==> src/rtl/toggle_checker_sat_counter.sv <==
// Saturating up-counter with synchronous clear.
// Clear wins, but an increment on the same edge still counts once.
module sat_counter #(
  parameter int WIDTH = 8
) (
  input  logic             clk,
  input  logic             rst,
  input  logic             inc,
  input  logic             clr,
  output logic [WIDTH-1:0] cnt
);

  // Clear-then-count, holding at all-ones once full.
  always_ff @(posedge clk or posedge rst) begin
    if (rst) begin
      cnt <= '0;
    end else if (clr) begin
      cnt <= inc ? WIDTH'(1) : '0;
    end else if (inc && cnt != '1) begin
      cnt <= cnt + 1'b1;
    end
  end

endmodule

==> config.mk <==
export PLATFORM = sky130hd
export DESIGN_NAME = sat_counter
export DESIGN_NICKNAME = d
export VERILOG_FILES = /design/src/rtl/toggle_checker_sat_counter.sv
export SDC_FILE = /design/constraint.sdc
export NUM_CORES = 1
export LEC_CHECK = 0
export CAP_MARGIN = 20
export CORE_AREA = 2 2 39 41
export DETAILED_ROUTE_END_ITERATION = 6
export DIE_AREA = 0 0 41 43
export PLACE_DENSITY = 0.68
export SLEW_MARGIN = 20
export SYNTH_ARGS = -nofsm -noshare
export SYNTH_HDL_FRONTEND = slang
export SYNTH_SLANG_ARGS = --single-unit
export TNS_END_PERCENT = 1
==> constraint.sdc <==
create_clock -name clk -period 1.9 [get_ports clk]
set_input_delay 0.38 -clock clk [delete_from_list [all_inputs] [get_ports clk]]
set_output_delay 0.38 -clock clk [all_outputs]
set_load 0.02 [all_outputs]
==> flow_summary.toml <==
[outcome]
outcome = "completed"

[sta]
tightestPinTransition_ns = 0.312
fin_tns_setup_ns = 0
drv_slew = 0
hold_violations = 0
rsz0062_at_grt = "false"
setup_viol = 0
period_minus_slack_ns = 1.74
max_slew_margin = 0.792
clock_skew_ns = 0.00139
clock.fmax_mhz = 576
fin_crit_sh = 0.913

[floorplan]
rows = 14
coreArea_um2 = 1380
dieArea_um2 = 1760
fp.dieH_um = 43
start_util = 0.325
io_pins = 12
die_x_um = 41

[yosys]
yosys-top-cells-area = "dfrtp_1 44%, a211oi_1 5.0%, nand2_1 5.0%"
synth_top_cell_area_share = 0.444
syn_avg_cell_area_um2 = 9.58
ys_seq_area_frac = 0.444
synth_nets = 52
syn_inst = 47
yosys_warnings = 0
yosysMostFrequentCell = "dfrtp_1"
ys_seq_elements = 8
netlist-cell-type-count = 24
yosysTopAreaCell = "dfrtp_1"
synth_flop_cell = "dfrtp_1"
syn_area_um2 = 450
async_flop_share = 1.00
synth-edff-count = 0
synth_common_cells = "8 x dfrtp_1, 6 x nand2_1, 4 x inv_1"

[worst_setup_path]
startpoint_type = "flip-flop"
end_kind = "primary output"
ff2ff_path_depth = 4
crit_buf_inv = 1
path_max_fanout = 8
rrSetupSlack_ns = 0.38
critical_path_required_ns = 1.52
crit_arrival_ns = 1.36
path_class = "flip-flop to primary output"
cp_slowest_stage_delay_ns = 0.64
cpMaxStageDelayCell = "clkdlybuf4s50_1"
reg2reg_from = "cnt[0]$_DFFE_PP0P_"
worstReg2RegEnd = "cnt[7]$_DFFE_PP0P_"
cp_cell_sequence = "clkdlybuf4s50_1"
crit_family = "buffers and inverters"

[clocking]
cts_resized = 0
hold_buffers = 0
cts_root_buf = "clkbuf_4"
clock_latency_ns = 0.25
numClockSinks = 8
cts_setup_buffers = 0
clock_path_buffers = 2
cts_tree = "built"
numCtsBuffers = 3
path_clk_slew_ns = 0.05
cts_max_level = 1

[global_route]
grt_overflow_total = 0
grt_max_degree = 9
grt_use_total = 0.148
grt_pass1_wl_um = 1730
first_global_vias = 374
antenna_found_initial = 0

[pwr]
p_switching_uw = 98.1
ir_drop_uv = 425
intPower_uw = 276
pwr-share-clk = 0.351
power.density_nw_per_um2 = 613
p_leak_uw = 0.000248
share_seq_of_total_power = 0.495
swShare = 0.262
p_comb_frac = 0.154

[detailed_routing]
routedWlPerCell_um = 13.2
vias = 449
ant_nets = 0
route.detailed.drc = 0
dr.pass1.iters = 4
wirelength_um = 1030
viasPerCell = 5.76
dr.first_iter.drc_count = 6

[run]
cap_violations = 0

[worst_hold_path]
min_path_type = "input pin to asynchronous set/reset pin"

[finish]
final_layout_size_suffix_gt1_frac = 0.0968
nFillCells = 149
nNetsFinal = 69
largestRegisters = "cnt x8"
regMostFlops = "cnt"
final_util = 0.441
n_antenna_cell = 0
area_growth_pct = 35.6
largest_reg_flops = 8

[placed_design]
dp_hpwl_um = 750
gp_congestion = 0.791
io_buffers = 11
power by group through the flow:
stage	Clock, µW	Combinational [µW]	Sequential (µW)
floorplan	0	20.4	195
detailed placement	0	57.5	188
global route	148	64.3	186
finish	131	57.5	185
global placement	0	56.5	189
CTS	134	57.9	185
per-layer routing:
layer  wire length [µm]  vias to the layer above  global-route usage
li1                   -                      216                   -
met1                472                      219               0.192
met2                473                       12               0.200
met3                 73                        2              0.0942
met4                 10                        0              0.0400
met5                  0                        -                   0
layout by cell type (no fill, tap or decap), drive strengths merged:
cell,n
mux2i,1
buf,1
nor3,1
and3,1
clkdlybuf4s50,11
o21ai,2
o311ai,2
clkbuf,3
nand2b,1
o211ai,1
a21boi,1
ha,1
or4,1
nand2,6
o21bai,1
o311a,1
nand4,3
and4,1
or3,1
a211oi,3
a21oi,3
inv,4
dfrtp,8
o41ai,1
nand3,3
cell type report:
type                    count  area [µm²]  area share
repair buffers             12         118       0.193
well taps                  16        20.0      0.0328
multi-input cells          35         235       0.385
clock buffers               3        22.5      0.0369
flip-flops and latches      8         200       0.328
inverters                   4        15.0      0.0246
logic make-up (layout without fill, tap and decap cells):
kind of cell    Yosys count  count (layout)  share of synthesized area
mux                       1               1                     0.0222
flops                     8               8                      0.444
compound gates           15              15                      0.244
fa+ha+maj                 1               1                     0.0278
buf+inv                   4              19                     0.0333
simple gates             18              18                      0.228
stage by stage:
step	power, µW	hold WS (ns)	std cells	instance area [µm²]	worst slack (ns)
floorplan	215	0.196	47	450	0.373
global placement	245	0.570	75	588	0.235
detailed placement	245	0.587	75	588	0.223
CTS	377	0.385	78	611	0.160
global route	399	0.406	78	611	0.0906
finish	374	0.374	78	611	0.165
worst max path at each step:
| stage | start | endpoint | slack, ns | depth (start not counted) |
|---|---|---|---|---|
| 2_1_floorplan | cnt[0]$_DFFE_PP0P_ | cnt[7]$_DFFE_PP0P_ | 0.37 | 4 |
| 3_3_place_gp | inc | cnt[5]$_DFFE_PP0P_ | 0.24 | 4 |
| 3_5_place_dp | inc | cnt[7]$_DFFE_PP0P_ | 0.22 | 4 |
| 4_1_cts | cnt[3]$_DFFE_PP0P_ | cnt[3] | 0.16 | 1 |
| 5_1_grt | cnt[3]$_DFFE_PP0P_ | cnt[3] | 0.09 | 1 |
| 6_report | cnt[3]$_DFFE_PP0P_ | cnt[3] | 0.16 | 1 |
Note: power is estimated with default switching activity, not from simulation.
